`config.mk`:
```
export PLATFORM = sky130hd
export DESIGN_NAME = amo_rmw_ctrl
export DESIGN_NICKNAME = d
export VERILOG_FILES = /design/src/rtl/amo_pkg.sv /design/src/rtl/amo_rr_arbiter.sv /design/src/rtl/amo_rmw_ctrl.sv
export SDC_FILE = /design/constraint.sdc
export NUM_CORES = 1
export LEC_CHECK = 0
export CORE_AREA = 2 2 219 221
export DETAILED_ROUTE_END_ITERATION = 6
export DIE_AREA = 0 0 221 223
export PLACE_DENSITY = 0.42
export SLEW_MARGIN = 20
export SYNTH_ARGS = -nofsm -noshare
export SYNTH_HDL_FRONTEND = slang
export SYNTH_SLANG_ARGS = --single-unit
```
`constraint.sdc`:
```
create_clock -name clk -period 2.8 [get_ports clk]
set_clock_uncertainty 0.2 [all_clocks]
set_input_delay 0.56 -clock clk [delete_from_list [all_inputs] [get_ports clk]]
set_output_delay 0.56 -clock clk [all_outputs]
set_load 0.02 [all_outputs]
```
`src/rtl/amo_pkg.sv`:
```
// Shared AMO definitions: opcode encoding (matches the external AMO ALU),
// sequencer states and the opcode legality check.
package amo_pkg;

    localparam logic [4:0] INST_AMO_ADD  = 5'h00;
    localparam logic [4:0] INST_AMO_SWAP = 5'h01;
    localparam logic [4:0] INST_AMO_XOR  = 5'h04;
    localparam logic [4:0] INST_AMO_OR   = 5'h08;
    localparam logic [4:0] INST_AMO_AND  = 5'h0C;
    localparam logic [4:0] INST_AMO_MIN  = 5'h10;
    localparam logic [4:0] INST_AMO_MAX  = 5'h14;
    localparam logic [4:0] INST_AMO_MINU = 5'h18;
    localparam logic [4:0] INST_AMO_MAXU = 5'h1C;

    typedef enum logic [2:0] {
        ST_IDLE,
        ST_RD_REQ,
        ST_RD_WAIT,
        ST_WR_REQ,
        ST_RSP
    } amo_state_e;

    function automatic logic is_legal_amo(input logic [4:0] op);
        logic legal;
        case (op)
            INST_AMO_ADD, INST_AMO_SWAP, INST_AMO_XOR, INST_AMO_OR, INST_AMO_AND,
            INST_AMO_MIN, INST_AMO_MAX, INST_AMO_MINU, INST_AMO_MAXU: legal = 1'b1;
            default: legal = 1'b0;
        endcase
        return legal;
    endfunction

endpackage

```
`src/rtl/amo_rr_arbiter.sv`:
```
// Round-robin arbiter: grants the first valid requester at or after rr_ptr
// and moves the pointer past the winner when the grant is taken.
module amo_rr_arbiter #(
    parameter int NUM_REQS = 4
) (
    input  logic                        clk,
    input  logic                        reset,
    input  logic [NUM_REQS-1:0]         req_valid,
    input  logic                        advance,
    output logic                        grant_valid,
    output logic [NUM_REQS-1:0]         grant_oh,
    output logic [$clog2(NUM_REQS)-1:0] grant_idx
);

    localparam int IDXW = $clog2(NUM_REQS);

    logic [IDXW-1:0] rr_ptr;
    logic [IDXW-1:0] cand;

    // Scan farthest offset first so the nearest valid index at/after rr_ptr wins.
    // NUM_REQS is a power of two, so the IDXW-bit add wraps for free.
    always_comb begin
        grant_valid = 1'b0;
        grant_idx   = '0;
        cand        = '0;
        for (int i = NUM_REQS - 1; i >= 0; i--) begin
            cand = rr_ptr + IDXW'(i);
            if (req_valid[cand]) begin
                grant_valid = 1'b1;
                grant_idx   = cand;
            end
        end
    end

    always_comb begin
        grant_oh = '0;
        if (grant_valid)
            grant_oh[grant_idx] = 1'b1;
    end

    always_ff @(posedge clk or negedge reset) begin
        if (!reset)
            rr_ptr <= '0;
        else if (advance)
            rr_ptr <= grant_idx + IDXW'(1);
    end

endmodule

```
`src/rtl/amo_rmw_ctrl.sv`:
```
// Atomic read-modify-write sequencer: arbitrates requesters, reads memory,
// runs the shared external AMO ALU, writes the result back, returns old value.
module amo_rmw_ctrl
    import amo_pkg::*;
#(
    parameter int NUM_REQS = 4,
    parameter int ADDRW    = 32,
    parameter int DATAW    = 32,
    parameter int TAGW     = 8
) (
    input  logic                        clk,
    input  logic                        reset,

    input  logic [NUM_REQS-1:0]         req_valid,
    output logic [NUM_REQS-1:0]         req_ready,
    input  logic [NUM_REQS*5-1:0]       req_op,
    input  logic [NUM_REQS*ADDRW-1:0]   req_addr,
    input  logic [NUM_REQS*DATAW-1:0]   req_data,
    input  logic [NUM_REQS*TAGW-1:0]    req_tag,

    output logic                        mem_req_valid,
    input  logic                        mem_req_ready,
    output logic                        mem_req_rw,
    output logic [ADDRW-1:0]            mem_req_addr,
    output logic [DATAW-1:0]            mem_req_data,
    input  logic                        mem_rsp_valid,
    input  logic [DATAW-1:0]            mem_rsp_data,

    output logic [4:0]                  alu_op,
    output logic [DATAW-1:0]            alu_in1,
    output logic [DATAW-1:0]            alu_in2,
    input  logic [DATAW-1:0]            alu_result,

    output logic                        rsp_valid,
    input  logic                        rsp_ready,
    output logic [DATAW-1:0]            rsp_data,
    output logic [TAGW-1:0]             rsp_tag,
    output logic [$clog2(NUM_REQS)-1:0] rsp_idx,
    output logic                        rsp_err,

    output logic                        busy
);

    localparam int IDXW = $clog2(NUM_REQS);

    amo_state_e state, state_nxt;

    logic                grant_valid;
    logic [NUM_REQS-1:0] grant_oh;
    logic [IDXW-1:0]     grant_idx;
    logic                accept;
    logic                rd_done;
    int                  gsel;

    logic [4:0]          op_q;
    logic [ADDRW-1:0]    addr_q;
    logic [DATAW-1:0]    data_q;
    logic [TAGW-1:0]     tag_q;
    logic [IDXW-1:0]     idx_q;
    logic [DATAW-1:0]    old_q;
    logic [DATAW-1:0]    wdata_q;
    logic                err_q;

    assign accept  = (state == ST_IDLE) && grant_valid;
    assign rd_done = (state == ST_RD_WAIT) && mem_rsp_valid;
    assign gsel    = int'(grant_idx);

    amo_rr_arbiter #(.NUM_REQS(NUM_REQS)) u_arb (
        .clk         (clk),
        .reset       (reset),
        .req_valid   (req_valid),
        .advance     (accept),
        .grant_valid (grant_valid),
        .grant_oh    (grant_oh),
        .grant_idx   (grant_idx)
    );

    always_ff @(posedge clk or negedge reset) begin
        if (!reset)
            state <= ST_IDLE;
        else
            state <= state_nxt;
    end

    always_comb begin
        state_nxt     = state;
        req_ready     = '0;
        mem_req_valid = 1'b0;
        mem_req_rw    = 1'b0;
        rsp_valid     = 1'b0;
        case (state)
            ST_IDLE: begin
                if (grant_valid) begin
                    req_ready = grant_oh;
                    state_nxt = ST_RD_REQ;
                end
            end
            ST_RD_REQ: begin
                mem_req_valid = 1'b1;
                if (mem_req_ready)
                    state_nxt = ST_RD_WAIT;
            end
            ST_RD_WAIT: begin
                if (mem_rsp_valid)
                    state_nxt = is_legal_amo(op_q) ? ST_WR_REQ : ST_RSP;
            end
            ST_WR_REQ: begin
                mem_req_valid = 1'b1;
                mem_req_rw    = 1'b1;
                if (mem_req_ready)
                    state_nxt = ST_RSP;
            end
            ST_RSP: begin
                rsp_valid = 1'b1;
                if (rsp_ready)
                    state_nxt = ST_IDLE;
            end
            default: state_nxt = ST_IDLE;
        endcase
    end

    always_ff @(posedge clk or negedge reset) begin
        if (!reset) begin
            op_q    <= '0;
            addr_q  <= '0;
            data_q  <= '0;
            tag_q   <= '0;
            idx_q   <= '0;
            old_q   <= '0;
            wdata_q <= '0;
            err_q   <= 1'b0;
        end else begin
            if (accept) begin
                op_q   <= req_op[gsel*5 +: 5];
                addr_q <= req_addr[gsel*ADDRW +: ADDRW];
                data_q <= req_data[gsel*DATAW +: DATAW];
                tag_q  <= req_tag[gsel*TAGW +: TAGW];
                idx_q  <= grant_idx;
                err_q  <= 1'b0;
            end
            if (rd_done) begin
                old_q <= mem_rsp_data;
                if (is_legal_amo(op_q))
                    wdata_q <= alu_result;
                else
                    err_q <= 1'b1;
            end
        end
    end

    // The read data is forwarded to the ALU in the capture cycle so wdata_q can
    // take the result on the same edge that enters WR_REQ; afterwards old_q holds.
    assign alu_op       = op_q;
    assign alu_in1      = rd_done ? mem_rsp_data : old_q;
    assign alu_in2      = data_q;

    assign mem_req_addr = addr_q;
    assign mem_req_data = wdata_q;

    assign rsp_data     = old_q;
    assign rsp_tag      = tag_q;
    assign rsp_idx      = idx_q;
    assign rsp_err      = err_q;

    assign busy         = (state != ST_IDLE);

endmodule

```
==> results of run 1 <==
stage by stage:
step	instances	total power (uW)	instance area, um2	hold WS (ps)	util [%]
floorplan	810	8710	8210	64.4	-
global placement	1978	14100	15100	262	32.1
detailed placement	1978	14100	15100	268	32.1
CTS	2023	17000	16000	288	33.9
global route	2031	18000	16200	296	34.4
finish	2032	17000	16200	283	34.4
layout make-up:
cell class              count  area share [%]
repair buffers            650            41.8
well taps                 615            4.74
diodes                      1          0.0154
clock buffers              19            2.73
inverters                   2          0.0463
multi-input cells         584            26.8
flip-flops and latches    149            23.0
clock inverters            12           0.902
layout by cell type, fill, tap and decap left out, types with 7 or more instances in the layout:
cell type	count
buf_12	29
dlygate4sd2_1	7
mux2i_1	78
buf_6	39
dfrtp_1	147
nand2_1	83
a21o_1	77
clkdlybuf4s50_1	520
mux2_4	32
o21ai_0	79
mux2_1	32
nand3_1	77
clkbuf_16	18
o211ai_1	78
buf_4	50
worst max-delay path: stages:
cell	delay, ps
clkdlybuf4s50_1	480
nor3b_4	230
buf_6	180
buf_16	160
mux2_4	320
buf_6	140
flip-flops by register name (all words and copies together) (netlist names):
name,cells
rsp_err,1
alu_in2,32
rsp_tag,8
state,3
mem_req_data,32
alu_op,5
mem_req_addr,32
rsp_idx,2
u_arb.rr_ptr,2
rsp_data,32
kinds of logic (layout without fill, tap and decap cells):
kind of cell,after synthesis,in the layout,synth area share (%)
AO/OA/AOI/OAI,251,251,20.5
XOR/XNOR,1,1,0.107
buffers and inverters,77,683,4.76
flip-flops,149,149,45.4
multiplexers,142,142,18.3
other,0,1,0
AND/OR/NAND/NOR,190,190,10.9
worst max-delay path by stage:
stage                   from           end  slack (ps)  cells after the start
2_1_floorplan   req_valid[3]  req_ready[1]         190                      6
3_3_place_gp   mem_rsp_valid    alu_in1[1]        -430                      5
3_5_place_dp   mem_rsp_valid    alu_in1[1]        -440                      5
4_1_cts             state[2]   alu_in1[15]        -100                      6
5_1_grt             state[2]   alu_in1[17]        -120                      6
6_report       mem_rsp_valid   alu_in1[17]         -40                      6
metal layers:
metal	track usage, %	up-vias
met5	0	-
met4	6.41	4
met3	5.78	58
met2	28.9	348
met1	21.2	4288
li1	-	4161
power by group:
group	internal (uW)	total (uW)	switching [uW]
Clock	1350	2450	1110
Sequential	3230	3860	635
Combinational	5280	10700	5420
what timing repair did:
| action | in CTS | in global routing |
|---|---|---|
| hold buffers | 1 | 0 |
| setup buffers | 10 | 7 |
| resized for setup | 209 | 46 |
| gates cloned | 3 | 1 |
| endpoints found under the hold margin | 45 | 0 |
| pin swaps | 5 | 4 |
| setup endpoints to repair | 39 | 36 |
==> out/qor.yml, run 1 <==
route:
  vias: 8859
  drt_iter0_drc: 402
  topRoutingLayerUsed: "met5"
  remaining_drc_errors: 0
  routedWlPerCell_um: 21.4
  dr.pass1.iters: 5
  m1WireLength_mm: 18.0
  via_per_inst: 4.36
  met3_length_mm: 3.01
  routed_wl_mm: 43.5
  wl_met2_mm: 21.3
  drtAntennaViolNets: 0
yosys:
  ys.flop_type: "dfrtp_1"
  syn_inst: 810
  yosys.cell_count.top_type: "dfrtp_1"
  ys_seq_area_share_pct: 45.4
  yosysTopAreaCell: "dfrtp_1"
  synth_seq_cells: 149
  syn_avg_cell_area_um2: 10.1
  synth_edf_count: 0
  yosys-top-cells-area: "dfrtp_1 45%, mux2i_1 9.5%, a21o_1 7.2%, o211ai_1 7.1%, o21ai_0 4.8%"
  synth_common_cells: "149 x dfrtp_1, 83 x nand2_1, 79 x a21o_1, 79 x o21ai_0"
  synth_async_sr_flop_share_pct: 100
  synth_area_mm2: 0.00821
  yosysWarnings: 0
  yosysUniqueCellTypes: 42
  synth_top_cell_area_share_pct: 45.4
  syn-num-nets: 1191
critical_path:
  r2r-start: "state[2]"
  cp.required_ps: 2040
  critPathArrivalTime_ps: 2080
  crit_type: "input port to primary output"
  cp_max_fo: 8
  reg2reg_slack_ps: 400
  start_kind: "input port"
  reg2reg_to: "mem_req_data[21]"
  cp-end-kind: "primary output"
  r2r_cells: 10
grt:
  grt_use_total_pct: 17.5
  grt_pass1_wl_mm: 63.5
  grt_antenna_before_repair: 3
  grt_start_max_net_pins: 68
  overflow: 0
  first_global_vias: 9270
sta:
  setup_slack_ps: -39.0
  fin_crit_ps: 2840
  max-slew-margin-rel_pct: 65.0
  maxSlewViolCount: 0
  setup_viol: 25
  fin_tns_setup_ps: -500
  fin_crit_sh_pct: 101
  fmax_ghz: 0.352
  worstMarginPinSlew_ps: 524
  rsz0062_at_grt: "true"
  timing_hold_violations_final: 0
layout:
  drive_above_1_share_pct: 14.8
  syn_to_final_growth_pct: 97.8
  ff_latch_area_mm2: 0.00373
  layout.nets: 1785
  fill_cells: 4828
  multi_input_area_mm2: 0.00435
status:
  failed_checks: "setup timing"
  status: "finished, violations left"
placement:
  place_ws_ps: -436
  routabilityCongestion: 0.881
  port_buffers: 564
  dp_hpwl_mm: 32.4
clock_network:
  clock-root-buffer: "clkbuf_16"
  cts.sinks: 149
  numCtsBuffers: 17
  htreeDepth: 4
  cts_tree: "yes"
  clockBufferDepth: 2
  clock_latency_ps: 490
  cts.clk_slew.worst_paths_ps: 60
min_path:
  hold_depth: 1
  min_path_type: "flip-flop to flip-flop"
  hold-path-endpoint: "mem_req_data[25]"
  hold_start: "mem_req_data[25]"
floorplanning:
  dieArea_mm2: 0.0493
  num_io_pins: 565
  core-area_mm2: 0.0471
  initial_core_util_pct: 17.4
  die_w_um: 221
  die_h_um: 223
  rows: 80
flow_run:
  maxCapViolCount: 0
power:
  leakage_uw: 0.00668
  powerDensity_mw_per_mm2: 1050
  ir_worst_vdd_mv: 0.584
(Power assumes the default switching activity.)
==> run 2: changes to the inputs <==
--- a/config.mk
+++ b/config.mk
@@ -5,10 +5,12 @@
 export SDC_FILE = /design/constraint.sdc
 export NUM_CORES = 1
 export LEC_CHECK = 0
-export CORE_AREA = 2 2 219 221
+export CELL_PAD_IN_SITES_DETAIL_PLACEMENT = 0
+export CELL_PAD_IN_SITES_GLOBAL_PLACEMENT = 1
+export CORE_AREA = 2 2 220 222
 export DETAILED_ROUTE_END_ITERATION = 6
-export DIE_AREA = 0 0 221 223
-export PLACE_DENSITY = 0.42
+export DIE_AREA = 0 0 222 224
+export PLACE_DENSITY_LB_ADDON = 0.1
 export SLEW_MARGIN = 20
 export SYNTH_ARGS = -nofsm -noshare
 export SYNTH_HDL_FRONTEND = slang
==> run 2 against run 1 <==
- the run still ends with setup timing left
- critical path depth did not move
- critical endpoint is now alu_in1[29]
- sequential share of layout area up 0.33 points
- non-clock buffer count down 11
- worst hold slack improved by 5.7 ps
- core utilization shrank 0.64 points
- sequential power about the same
- final area is 1.4% lower
- sequential cell count unchanged
- combinational power about the same
- highest routed layer unchanged
- clock-buffer cell count is 2 lower
==> out/qor.yml, run 2 (same netlist as run 1, synthesis figures left out) <==
placement:
  routabilityCongestion: 0.790  # -10%
  dp_hpwl_mm: 32.8  # +1.2%
  port_buffers: 564  # unchanged
  place_ws_ps: -468  # -32.7 ps
route:
  routed_wl_mm: 43.6  # +0.23%
  vias: 8686  # -2.0%
  drt_iter0_drc: 361  # -10%
  routedWlPerCell_um: 21.6  # +0.68%
  drtAntennaViolNets: 0  # unchanged
  via_per_inst: 4.29  # -1.5%
  dr.pass1.iters: 5  # unchanged
  remaining_drc_errors: 0  # unchanged
status:
  status: "finished, violations left"
  failed_checks: "setup timing"
grt:
  grt_antenna_before_repair: 6  # +3
  grt_start_max_net_pins: 78  # +15%
  grt_use_total_pct: 17.3  # -0.19 points
  first_global_vias: 9177  # -1.0%
  grt_pass1_wl_mm: 63.2  # -0.58%
  overflow: 0  # unchanged
clock_network:
  clock_latency_ps: 480  # about the same
  numCtsBuffers: 17  # unchanged
  cts_tree: "yes"
  clockBufferDepth: 2  # unchanged
  clock-root-buffer: "clkbuf_16"
  cts.sinks: 149  # unchanged
  cts.clk_slew.worst_paths_ps: 70  # about the same
  htreeDepth: 4  # unchanged
critical_path:
  cp_max_fo: 8  # unchanged
  start_kind: "flip-flop"
  cp_top_family: "buffers and inverters"
  reg2reg_slack_ps: 560  # +160 ps
  critPathArrivalTime_ps: 2050  # -30 ps
  crit_type: "flip-flop to primary output"
  worst-path-buf-inv: 3  # -1
  cp-end-kind: "primary output"
  cp_slowest_cell: "dfrtp_1"
  cp_cell_sequence: "nand2b_4, nor3b_4, buf_6, buf_16, mux2_2, buf_2"
  slowest_delay_ps: 370  # -110 ps
  cp.required_ps: 2040  # about the same
layout:
  fin_util_pct: 33.8  # -0.64 points
  drive_above_1_share_pct: 14.1  # -0.68 points
  ff_latch_area_mm2: 0.00373  # about the same
  syn_to_final_growth_pct: 94.9
  fill_cells: 4879  # +1.1%
  multi_input_area_mm2: 0.00431  # -1.0%
  layout.nets: 1774  # -0.62%
  final_common_cell: "clkdlybuf4s50_1"
  final_cell_mix: "518 x clkdlybuf4s50_1, 148 x dfrtp_1, 83 x nand2_1"
sta:
  max-slew-margin-rel_pct: 55.8  # -9.2 points
  timing_hold_violations_final: 0  # unchanged
  fin_crit_sh_pct: 100  # -1.1 points
  maxSlewViolCount: 0  # unchanged
  setup_viol: 6  # -76%
  setup_slack_ps: -7.99  # +31.0 ps
  fmax_ghz: 0.356  # +1.1%
  hold_ws_ps: 289  # +5.75 ps
  worstMarginPinSlew_ps: 662  # +138 ps
  fin_crit_ps: 2810  # -31.0 ps
  rsz0062_at_grt: "true"
floorplanning:
  num_io_pins: 565  # unchanged
  rows: 80  # unchanged
  die_w_um: 222  # +0.45%
  dieArea_mm2: 0.0497  # +0.90%
  core-area_mm2: 0.0473  # +0.42%
  die_h_um: 224  # +0.45%
  initial_core_util_pct: 17.3  # -0.074 points
power:
  powerDensity_mw_per_mm2: 1050  # about the same
  leakage_uw: 0.00662  # -0.86%
  ir_worst_vdd_mv: 0.466  # -20%
min_path:
  min_path_type: "flip-flop to flip-flop"
flow_run:
  maxCapViolCount: 0  # unchanged
==> run 2: cell types whose count changed in the layout (fill, tap and decap cells not counted), moves of 3 or more <==
cell / before / now
buf_12: 29 / 21
buf_2: 0 / 3
buf_6: 39 / 34
clkinvlp_4: 3 / 0
inv_8: 1 / 5
mux2_2: 0 / 3
mux2_4: 32 / 29
==> run 2: routing by layer <==
layer | vias to the layer above | wire (um) | track usage, %
met5 | - | 46 | 0
met3 | 38 | 2750 | 5.40
li1 | 4137 | - | -
met4 | 8 | 725 | 5.19
met2 | 286 | 21700 | 29.6
met1 | 4217 | 18400 | 20.9
==> run 2: worst paths after layout <==
path,cells past startpoint,start,to
worst max-delay path,6,state[2],alu_in1[29]
worst min-delay path,1,mem_req_data[27],mem_req_data[27]
worst max register to register,7,u_arb.rr_ptr[1],alu_in2[20]
worst min register to register,1,mem_req_data[27],mem_req_data[27]
max in group asynchronous,3,reset,mem_req_data[25]
min in group asynchronous,2,reset,mem_req_data[4]
==> run 2: report_power, final <==
part           internal [uW]  leakage, uW  switching [uW]
combinational           5040      0.00448            5320
clock                   1370     0.000309            1200
sequential              3220      0.00183             612
total                   9630      0.00662            7130
==> run 2: what timing repair did <==
item | CTS | global route
endpoints found under the setup margin | 39 | 37
gates cloned | 2 | 1
hold buffers | 1 | 0
pin swaps | 5 | 7
endpoints found under the hold margin | 48 | 0
resized for setup | 129 | 115
setup buffers | 2 | 8
==> run 2: through the flow <==
| step | area, um2 | TNS [ps] | std cells | power (uW) |
|---|---|---|---|---|
| detailed placement | 15000 | -25420 | 1975 | 14000 |
| floorplan | 8210 | 0 | 810 | 8710 |
| CTS | 15700 | -3790 | 2012 | 16600 |
| global route | 16000 | -1960 | 2023 | 17800 |
| global placement | 15000 | -21200 | 1975 | 14000 |
| finish | 16000 | -26.0 | 2023 | 16800 |
==> run 2: cell type report <==
class	count	share of cell area (%)
Sequential cell	149	23.3
Antenna cell	2	0.0313
Multi-Input combinational cell	584	26.9
Tap cell	615	4.81
Clock buffer	17	2.66
Clock inverter	15	1.26
Timing Repair Buffer	639	41.0
Inverter	2	0.0469
